<file path="src/rtl/operand_fetch_unit_if.sv">
// Bundle of issue, operand, writeback and register-file signals for operand_fetch_unit.
// The master side is the fetch unit; the slave side is the surrounding datapath.
interface operand_fetch_unit_if #(
    parameter int REG_ADDR_WIDTH = 4,
    parameter int DATA_WIDTH     = 8
);
    localparam int NUM_REGS = 2 ** REG_ADDR_WIDTH;

    logic                      iss_valid;
    logic                      iss_ready;
    logic [REG_ADDR_WIDTH-1:0] iss_rs1;
    logic [REG_ADDR_WIDTH-1:0] iss_rs2;
    logic [REG_ADDR_WIDTH-1:0] iss_rd;
    logic                      iss_rd_en;

    logic                      op_valid;
    logic                      op_ready;
    logic [DATA_WIDTH-1:0]     op_a;
    logic [DATA_WIDTH-1:0]     op_b;
    logic [REG_ADDR_WIDTH-1:0] op_rd;
    logic                      op_rd_en;

    logic                      wb_valid;
    logic [REG_ADDR_WIDTH-1:0] wb_rd;
    logic [DATA_WIDTH-1:0]     wb_data;

    logic [REG_ADDR_WIDTH-1:0] rf_reg1;
    logic [REG_ADDR_WIDTH-1:0] rf_reg2;
    logic [DATA_WIDTH-1:0]     rf_data1;
    logic [DATA_WIDTH-1:0]     rf_data2;
    logic                      rf_write_en;
    logic [REG_ADDR_WIDTH-1:0] rf_regw;
    logic [DATA_WIDTH-1:0]     rf_dataw;

    logic [NUM_REGS-1:0]       busy_mask;

    modport master (
        input  iss_valid, iss_rs1, iss_rs2, iss_rd, iss_rd_en,
        output iss_ready,
        output op_valid, op_a, op_b, op_rd, op_rd_en,
        input  op_ready,
        input  wb_valid, wb_rd, wb_data,
        output rf_reg1, rf_reg2, rf_write_en, rf_regw, rf_dataw,
        input  rf_data1, rf_data2,
        output busy_mask
    );

    modport slave (
        output iss_valid, iss_rs1, iss_rs2, iss_rd, iss_rd_en,
        input  iss_ready,
        input  op_valid, op_a, op_b, op_rd, op_rd_en,
        output op_ready,
        output wb_valid, wb_rd, wb_data,
        input  rf_reg1, rf_reg2, rf_write_en, rf_regw, rf_dataw,
        output rf_data1, rf_data2,
        input  busy_mask
    );
endinterface

</file>
<file path="src/rtl/operand_fetch_unit.sv">
// Operand fetch: reads the register file for an issued instruction, stalls on pending
// destinations, forwards same-cycle writeback data and holds operands in one output slot.
module operand_fetch_unit #(
    parameter int REG_ADDR_WIDTH = 4,
    parameter int DATA_WIDTH     = 8
) (
    input logic                 clk,
    input logic                 rst,
    operand_fetch_unit_if.master bus
);
    localparam int NUM_REGS = 2 ** REG_ADDR_WIDTH;

    logic [NUM_REGS-1:0]       pending;
    logic [NUM_REGS-1:0]       clr;
    logic [NUM_REGS-1:0]       set_v;
    logic [NUM_REGS-1:0]       pend_eff;
    logic                      hazard;
    logic                      iss_ready;
    logic                      accept;
    logic [DATA_WIDTH-1:0]     fwd_a;
    logic [DATA_WIDTH-1:0]     fwd_b;

    logic                      op_valid_q;
    logic [DATA_WIDTH-1:0]     op_a_q;
    logic [DATA_WIDTH-1:0]     op_b_q;
    logic [REG_ADDR_WIDTH-1:0] op_rd_q;
    logic                      op_rd_en_q;

    assign bus.rf_reg1     = bus.iss_rs1;
    assign bus.rf_reg2     = bus.iss_rs2;
    assign bus.rf_write_en = bus.wb_valid;
    assign bus.rf_regw     = bus.wb_rd;
    assign bus.rf_dataw    = bus.wb_data;

    always_comb begin
        clr   = '0;
        set_v = '0;
        if (bus.wb_valid)
            clr[bus.wb_rd] = 1'b1;
        if (accept && bus.iss_rd_en)
            set_v[bus.iss_rd] = 1'b1;
    end

    // A register being written back this cycle no longer blocks issue.
    assign pend_eff  = pending & ~clr;
    assign hazard    = pend_eff[bus.iss_rs1] | pend_eff[bus.iss_rs2] |
                       (bus.iss_rd_en & pend_eff[bus.iss_rd]);
    assign iss_ready = !hazard && (!op_valid_q || bus.op_ready);
    assign accept    = bus.iss_valid && iss_ready;

    assign fwd_a = clr[bus.iss_rs1] ? bus.wb_data : bus.rf_data1;
    assign fwd_b = clr[bus.iss_rs2] ? bus.wb_data : bus.rf_data2;

    // Set is ORed after the clear so a same-cycle reissue keeps the register busy.
    always_ff @(posedge clk or posedge rst) begin
        if (rst)
            pending <= '0;
        else
            pending <= (pending & ~clr) | set_v;
    end

    always_ff @(posedge clk or posedge rst) begin
        if (rst) begin
            op_valid_q <= 1'b0;
            op_a_q     <= '0;
            op_b_q     <= '0;
            op_rd_q    <= '0;
            op_rd_en_q <= 1'b0;
        end else if (accept) begin
            op_valid_q <= 1'b1;
            op_a_q     <= fwd_a;
            op_b_q     <= fwd_b;
            op_rd_q    <= bus.iss_rd;
            op_rd_en_q <= bus.iss_rd_en;
        end else if (bus.op_ready) begin
            op_valid_q <= 1'b0;
        end
    end

    assign bus.iss_ready = iss_ready;
    assign bus.op_valid  = op_valid_q;
    assign bus.op_a      = op_a_q;
    assign bus.op_b      = op_b_q;
    assign bus.op_rd     = op_rd_q;
    assign bus.op_rd_en  = op_rd_en_q;
    assign bus.busy_mask = pending;
endmodule

</file>
<file path="src/flat_wrapper.sv">
// flat-port wrapper written by rule: the top's interface ports become plain ports
module operand_fetch_unit_flat 
#(
    parameter int REG_ADDR_WIDTH = 4,
    parameter int DATA_WIDTH     = 8
)
  (clk, rst, bus_iss_valid, bus_iss_rs1, bus_iss_rs2, bus_iss_rd, bus_iss_rd_en, bus_iss_ready, bus_op_valid, bus_op_a, bus_op_b, bus_op_rd, bus_op_rd_en, bus_op_ready, bus_wb_valid, bus_wb_rd, bus_wb_data, bus_rf_reg1, bus_rf_reg2, bus_rf_write_en, bus_rf_regw, bus_rf_dataw, bus_rf_data1, bus_rf_data2, bus_busy_mask);
  operand_fetch_unit_if #(.REG_ADDR_WIDTH(REG_ADDR_WIDTH), .DATA_WIDTH(DATA_WIDTH)) bus_i ();
  input logic clk;
  input logic rst;
  input wire logic [$bits(bus_i.iss_valid)-1:0] bus_iss_valid;
  input wire logic [$bits(bus_i.iss_rs1)-1:0] bus_iss_rs1;
  input wire logic [$bits(bus_i.iss_rs2)-1:0] bus_iss_rs2;
  input wire logic [$bits(bus_i.iss_rd)-1:0] bus_iss_rd;
  input wire logic [$bits(bus_i.iss_rd_en)-1:0] bus_iss_rd_en;
  output wire logic [$bits(bus_i.iss_ready)-1:0] bus_iss_ready;
  output wire logic [$bits(bus_i.op_valid)-1:0] bus_op_valid;
  output wire logic [$bits(bus_i.op_a)-1:0] bus_op_a;
  output wire logic [$bits(bus_i.op_b)-1:0] bus_op_b;
  output wire logic [$bits(bus_i.op_rd)-1:0] bus_op_rd;
  output wire logic [$bits(bus_i.op_rd_en)-1:0] bus_op_rd_en;
  input wire logic [$bits(bus_i.op_ready)-1:0] bus_op_ready;
  input wire logic [$bits(bus_i.wb_valid)-1:0] bus_wb_valid;
  input wire logic [$bits(bus_i.wb_rd)-1:0] bus_wb_rd;
  input wire logic [$bits(bus_i.wb_data)-1:0] bus_wb_data;
  output wire logic [$bits(bus_i.rf_reg1)-1:0] bus_rf_reg1;
  output wire logic [$bits(bus_i.rf_reg2)-1:0] bus_rf_reg2;
  output wire logic [$bits(bus_i.rf_write_en)-1:0] bus_rf_write_en;
  output wire logic [$bits(bus_i.rf_regw)-1:0] bus_rf_regw;
  output wire logic [$bits(bus_i.rf_dataw)-1:0] bus_rf_dataw;
  input wire logic [$bits(bus_i.rf_data1)-1:0] bus_rf_data1;
  input wire logic [$bits(bus_i.rf_data2)-1:0] bus_rf_data2;
  output wire logic [$bits(bus_i.busy_mask)-1:0] bus_busy_mask;
  assign bus_i.iss_valid = bus_iss_valid;
  assign bus_i.iss_rs1 = bus_iss_rs1;
  assign bus_i.iss_rs2 = bus_iss_rs2;
  assign bus_i.iss_rd = bus_iss_rd;
  assign bus_i.iss_rd_en = bus_iss_rd_en;
  assign bus_iss_ready = bus_i.iss_ready;
  assign bus_op_valid = bus_i.op_valid;
  assign bus_op_a = bus_i.op_a;
  assign bus_op_b = bus_i.op_b;
  assign bus_op_rd = bus_i.op_rd;
  assign bus_op_rd_en = bus_i.op_rd_en;
  assign bus_i.op_ready = bus_op_ready;
  assign bus_i.wb_valid = bus_wb_valid;
  assign bus_i.wb_rd = bus_wb_rd;
  assign bus_i.wb_data = bus_wb_data;
  assign bus_rf_reg1 = bus_i.rf_reg1;
  assign bus_rf_reg2 = bus_i.rf_reg2;
  assign bus_rf_write_en = bus_i.rf_write_en;
  assign bus_rf_regw = bus_i.rf_regw;
  assign bus_rf_dataw = bus_i.rf_dataw;
  assign bus_i.rf_data1 = bus_rf_data1;
  assign bus_i.rf_data2 = bus_rf_data2;
  assign bus_busy_mask = bus_i.busy_mask;
  operand_fetch_unit #(.REG_ADDR_WIDTH(REG_ADDR_WIDTH), .DATA_WIDTH(DATA_WIDTH)) u_core (.clk(clk), .rst(rst), .bus(bus_i));
endmodule
</file>
<file path="config.mk">
export PLATFORM = sky130hd
export DESIGN_NAME = operand_fetch_unit_flat
export DESIGN_NICKNAME = d
export VERILOG_FILES = /design/src/rtl/operand_fetch_unit_if.sv /design/src/rtl/operand_fetch_unit.sv /design/src/flat_wrapper.sv
export SDC_FILE = /design/constraint.sdc
export NUM_CORES = 1
export LEC_CHECK = 0
export ABC_CLOCK_PERIOD_IN_PS = 2800
export CORE_ASPECT_RATIO = 1.5
export CORE_MARGIN = 5
export CORE_UTILIZATION = 40
export CTS_CLUSTER_SIZE = 12
export DETAILED_ROUTE_END_ITERATION = 16
export DONT_BUFFER_PORTS = 1
export PLACE_DENSITY_LB_ADDON = 0.25
export SETUP_SLACK_MARGIN = 0.1
export SKIP_CTS_REPAIR_TIMING = 1
export SYNTH_ARGS = -nofsm -noshare
export SYNTH_HDL_FRONTEND = slang
export SYNTH_SLANG_ARGS = --single-unit
</file>
<file path="constraint.sdc">
create_clock -name clk -period 2.8 [get_ports clk]
set_clock_uncertainty 0.2 [all_clocks]
set_input_delay 0.56 -clock clk [delete_from_list [all_inputs] [get_ports clk]]
set_output_delay 0.56 -clock clk [all_outputs]
set_load 0.02 [all_outputs]
</file>
==> flow_summary.ini, run 1 <==
[yosys]
postSynthCellCount = 254
synth_warnings = 0
synthesis.area_mm2 = 0.00259
synth_seq_area_share = 0.368
netlist-cell-type-count = 54
syn-mean-instance-area_um2 = 10.2
synth_ff_type = dfrtp_1
postSynth.asyncResetShare = 1.00
syn-num-nets = 300
synth_enable_flop_cells = 0
number_of_synthesized_register_bits = 38

[hold_path]
hold_path.class = primary input to asynchronous set/reset pin

[cells_and_area]
post_layout_nonfiller_instances = 356
insertedDiodeCount = 0
layout.cells.most_common = buf_4
postLayoutCoreUtil = 0.514
drive_gt1_frac = 0.464
layout.cells.most_common_list = buf_4, dfrtp_1, mux2_4
num-nets-final = 325
area_delta_synth_final_pct = 27.0

[cts]
clk-insertion-delay-late_ps = 290
clock-root-buffer = clkbuf_8
clk_pin_slew_worst_paths_ps = 70
cts.sink_count = 38
cts_tree = built
clockBufferDepth = 2
h_tree_levels = 2
cts-buffers-inserted = 5

[die]
io-pin-count = 106
placementRows = 36
fp.coreArea_mm2 = 0.00640
floorplan.die_area_mm2 = 0.00821
die_y_um = 108
initial_core_util = 0.404
fp.dieW_um = 75.7

[route]
first_iter_violations = 128
detailroute.via_count = 2244
postRouteAntennaNets = 0
routedWlPerCell_um = 24.1
drt-total-wl_um = 8560
drt_first_pass_iters = 4
route.detailed.drc = 0
drt-vias-per-instance = 6.30

[sta]
final_hold_viol_count = 0
grt_setup_unrepaired = yes
worst-slew-pin-transition_ps = 514
maxSlewViolCount = 0
clock.fmax_mhz = 339
min_period_ps = 2950
min_period_over_period = 1.05
postLayoutSetupSlackWorst_ps = -146
setup_violations = 22
max_slew_headroom = 0.654

[global_route]
number_of_antenna_violations_at_the_first_check_in_global_routing = 0
grt_start_max_net_pins = 39
grt_overflow_total = 0
first_pass_grt_wire_length_um = 12300
grtUsageTotal = 0.205
vias_in_the_first_global_route = 2312

[run_status]
failed_checks = negative setup slack
run_status = finished with violations

[worst_setup_path]
classification_of_the_worst_setup_path = primary input to output port
timing.critical_path.required_ps = 2040
cp-start-kind = primary input
arrival_ps = 2190
worst_setup_path_end_kind = output port
worstPathMaxFanout = 7

[power]
power.density_cell_area_mw_per_mm2 = 637
peakVddDrop_mv = 0.481
switching_power_as_a_share_of_total_power = 0.360
switch_pwr_uw = 752
leakage_component_of_the_power_nw = 1.37
power.clock.fraction = 0.216
internal_dissipation_mw = 1.34
power.sequential.fraction = 0.473
pwr-share-comb = 0.311

[placed_design]
dpl.hpwl_um = 6380
post-place-cells = 335
place_congestion = 0.969
portBuffers = 0

[flow_run]
cap_viol_max_count = 0
==> Yosys cell counts (all sizes together), types with 2 or more instances <==
library cell	number	area, um2
inv	8	30.0
nand2	11	41.3
o21ai	28	144
nor3	7	40.0
nor4	4	25.0
xnor2	2	17.5
o211ai	14	105
dfrtp	38	951
mux2	37	417
o2111ai	7	61.3
nand3b	2	18.8
nand2b	3	21.3
o211a	2	20.0
or2b	2	15.0
buf	30	219
nor2	6	22.5
nand3	3	15.0
mux2i	6	60.1
o41ai	6	60.1
o311ai	2	17.5
or4	2	15.0
xor2	6	52.6
o2111a	2	22.5
clkbuf	4	15.0
nor2b	2	12.5
o31ai	2	15.0
==> final cells by class <==
class	count	area (um2)
Tap cell	76	95.1
Clock buffer	7	76.3
Multi-Input combinational cell	173	1640
Fill cell	587	3110
Sequential cell	38	952
Inverter	9	33.8
Timing Repair Buffer	52	458
Clock inverter	1	30.0
==> routing by layer <==
metal / up-vias / wire length, um / part of all wire / global-route usage
met5: - / 0 / 0 / 0
met3: 31 / 602 / 0.070 / 0.0512
met1: 1101 / 2920 / 0.34 / 0.213
met2: 114 / 4580 / 0.53 / 0.355
li1: 998 / - / - / -
met4: 0 / 465 / 0.054 / 0.124
==> path summary, 6_finish.rpt <==
| path | slack, ps | to | startpoint | depth (start not counted) |
|---|---|---|---|---|
| setup reg to reg | 110 | u_core.bus.op_b[6] | u_core.bus.busy_mask[8] | 10 |
| min in group clk | 220 | u_core.bus.op_rd[3] | bus_iss_rd[3] | 1 |
| hold / removal | 70 | u_core.bus.op_a[2] | rst | 2 |
| hold reg to reg | 430 | u_core.bus.busy_mask[2] | u_core.bus.busy_mask[2] | 2 |
| setup / recovery | -150 | bus_iss_ready | bus_wb_rd[2] | 7 |
| max in group asynchronous | 1960 | u_core.bus.busy_mask[13] | rst | 2 |
==> cells by family (layout without fill, tap and decap cells) <==
group | Yosys count | in the layout | synth area share
flops | 38 | 38 | 0.368
simple gates | 49 | 49 | 0.114
mux | 43 | 43 | 0.184
xor+xnor | 8 | 8 | 0.0271
buf+inv | 43 | 69 | 0.104
compound gates | 73 | 73 | 0.204
==> sequential cells by signal, summed over array words and instances (netlist names) <==
register / cells
u_core.bus.op_a: 8
u_core.bus.busy_mask: 16
u_core.bus.op_valid: 1
u_core.bus.op_b: 8
u_core.bus.op_rd_en: 1
u_core.bus.op_rd: 4
==> worst max-delay path, cell delays in order <==
cell       delay (ps)
or3b_4            460
o211ai_1          250
o2111ai_2         160
nand4_1           120
o211ai_1          160
buf_4             190
nor3_4            280
==> per-stage QoR <==
step                cell area (um2)  setup TNS, ps  power (mW)  setup WS, ps  hold slack [ps]
floorplan                      2650           -794        1.34         -37.9              409
global placement               2810         -12060        1.48          -380              390
detailed placement             2810         -12140        1.49          -391              396
CTS                            2920          -2280        1.95          -353             80.2
global route                   3290          -2970        2.19          -270              115
finish                         3290           -533        2.09          -146             68.3
==> power groups by stage <==
stage          clock network [mW]  registers (mW)  logic, mW
5_1_grt                     0.487            1.01      0.692
3_5_place_dp                    0           0.993      0.495
6_report                    0.451           0.990      0.650
3_3_place_gp                    0           0.992      0.487
4_1_cts                     0.464           0.985      0.496
2_1_floorplan                   0           0.969      0.367
No activity file was read; power rests on OpenSTA's default activity.
==> inputs of run 2 (changes only) <==
- HOLD_SLACK_MARGIN: default -> 0.1
- MAX_ROUTING_LAYER: default -> met4
==> run 2 against run 1 <==
  * The run still ends with negative setup slack left
  * Sequential cell count is the same
  * Setup slack gained 2.5 ps
  * Combinational power is essentially flat
  * First-iteration DRC count grew 30%
  * Critical endpoint unchanged
  * Sequential power is essentially flat
  * Sequential share of layout area is the same
  * Cell count is the same
  * Total power is essentially flat
  * Largest cell class unchanged
  * Critical path depth is the same
==> flow_summary.ini, run 2 (synthesized netlist as in run 1, its figures left out) <==
[run_status]
run_status = finished with violations
failed_checks = negative setup slack

[worst_setup_path]
crit-reg2reg-launch = u_core.bus.busy_mask[8]
classification_of_the_worst_setup_path = primary input to output port
worst_setup_path_end_kind = output port
slowest_stage = or3b_4
critical_path.cell_chain = or3b_4, o211ai_1, o2111ai_2, nand4_1, o211ai_1, buf_4, nor3_4
cp-start-kind = primary input
crit_top_cell = o211ai_1
crit_path_max_incr_delay_ps = 460
worstRegToRegCells = 10
timing.critical_path.required_ps = 2040
rrSetupSlack_ps = 100
timing.rr.end = u_core.bus.op_b[6]
arrival_ps = 2180
worstPathMaxFanout = 7

[cts]
cts-buffers-inserted = 5
h_tree_levels = 2
cts.sink_count = 38
clk-insertion-delay-late_ps = 280
cts_tree = built
clockBufferDepth = 2
clock-root-buffer = clkbuf_8
clk_pin_slew_worst_paths_ps = 70

[die]
initial_core_util = 0.404
placementRows = 36
floorplan.die_area_mm2 = 0.00821
io-pin-count = 106
fp.coreArea_mm2 = 0.00640
die_y_um = 108
fp.dieW_um = 75.7

[global_route]
grtUsageTotal = 0.211
grt_overflow_total = 0
grt_start_max_net_pins = 39
number_of_antenna_violations_at_the_first_check_in_global_routing = 0
vias_in_the_first_global_route = 2293
first_pass_grt_wire_length_um = 12300

[sta]
min_hold_slack_ps = 66.2
min_period_over_period = 1.05
setup_violations = 19
timing.setup.tns_ps = -475
clock.fmax_mhz = 340
min_period_ps = 2940
postLayoutSetupSlackWorst_ps = -144
final_hold_viol_count = 0
worst-slew-pin-transition_ps = 508
max_slew_headroom = 0.658
grt_setup_unrepaired = yes
maxSlewViolCount = 0

[cells_and_area]
insertedDiodeCount = 0
postLayoutCoreUtil = 0.514
nFillCells = 587
layout.cells.most_common = buf_4
layout.cells.most_common_list = buf_4, dfrtp_1, mux2_4
max_ffs_per_register = 16
num-nets-final = 325
area_delta_synth_final_pct = 27.0
post_layout_nonfiller_instances = 356
finalInstanceArea_mm2 = 0.00329
drive_gt1_frac = 0.464

[placed_design]
place_congestion = 0.987
dpl.hpwl_um = 6380
portBuffers = 0
dpl_cell_area_mm2 = 0.00281
post-place-cells = 335

[power]
power.density_cell_area_mw_per_mm2 = 637
peakVddDrop_mv = 0.483
leakage_component_of_the_power_nw = 1.37

[route]
drt-vias-per-instance = 6.37
detailroute.via_count = 2266
drt-total-wl_um = 8560
routedWlPerCell_um = 24.0
route.detailed.drc = 0
drt_first_pass_iters = 4
postRouteAntennaNets = 0
first_iter_violations = 166

[flow_run]
cap_viol_max_count = 0

[hold_path]
hold_path.class = primary input to asynchronous set/reset pin
run 2: cell counts in the layout (fill, tap and decap cells not counted):
No cell type changed its count.
run 2: final cells by class:
class,count,area [um2],area share
clock inverter,1,30.0,0.00914
multi-input combinational,173,1640,0.499
inverter,9,33.8,0.0103
clock buffer,7,76.3,0.0232
tap,76,95.1,0.0289
timing repair buffer,52,458,0.139
sequential,38,952,0.290
run 2: power by group:
part / leakage (nW) / total, mW / internal, mW / switching, mW
Combinational: 0.847 / 0.650 / 0.378 / 0.272
Clock: 0.0524 / 0.452 / 0.267 / 0.185
Sequential: 0.474 / 0.990 / 0.695 / 0.295
Total: 1.37 / 2.09 / 1.34 / 0.753
run 2: worst max path at each step:
stage | endpoint | cells after the start | from | slack (ps)
floorplan | u_core.bus.op_a[6] | 9 | bus_wb_rd[2] | -40
global placement | u_core.bus.op_a[6] | 10 | bus_wb_rd[1] | -380
detailed placement | u_core.bus.op_a[3] | 9 | bus_wb_rd[2] | -390
CTS | bus_iss_ready | 7 | bus_wb_rd[2] | -350
global route | bus_iss_ready | 7 | bus_wb_rd[2] | -270
finish | bus_iss_ready | 7 | bus_wb_rd[2] | -140
run 2: per-stage QoR:
step,setup WS (ps),power [mW]
after floorplan,-37.9,1.34
after global placement,-380,1.48
after detailed placement,-391,1.49
after CTS,-353,1.95
after global routing,-275,2.19
final,-144,2.09
run 2: per-layer routing:
metal	GRT usage	vias up	wire length, um
met5	-	-	0
li1	-	999	-
met4	0.124	0	422
met2	0.355	122	4580
met1	0.221	1114	3000
met3	0.0428	31	556
run 2: critical path: cells and delay by family:
kind	cells	cell delay, ps
and+or+nand+nor	3	870
AOI/OAI and AO/OA	3	570
buffers and inverters	1	190
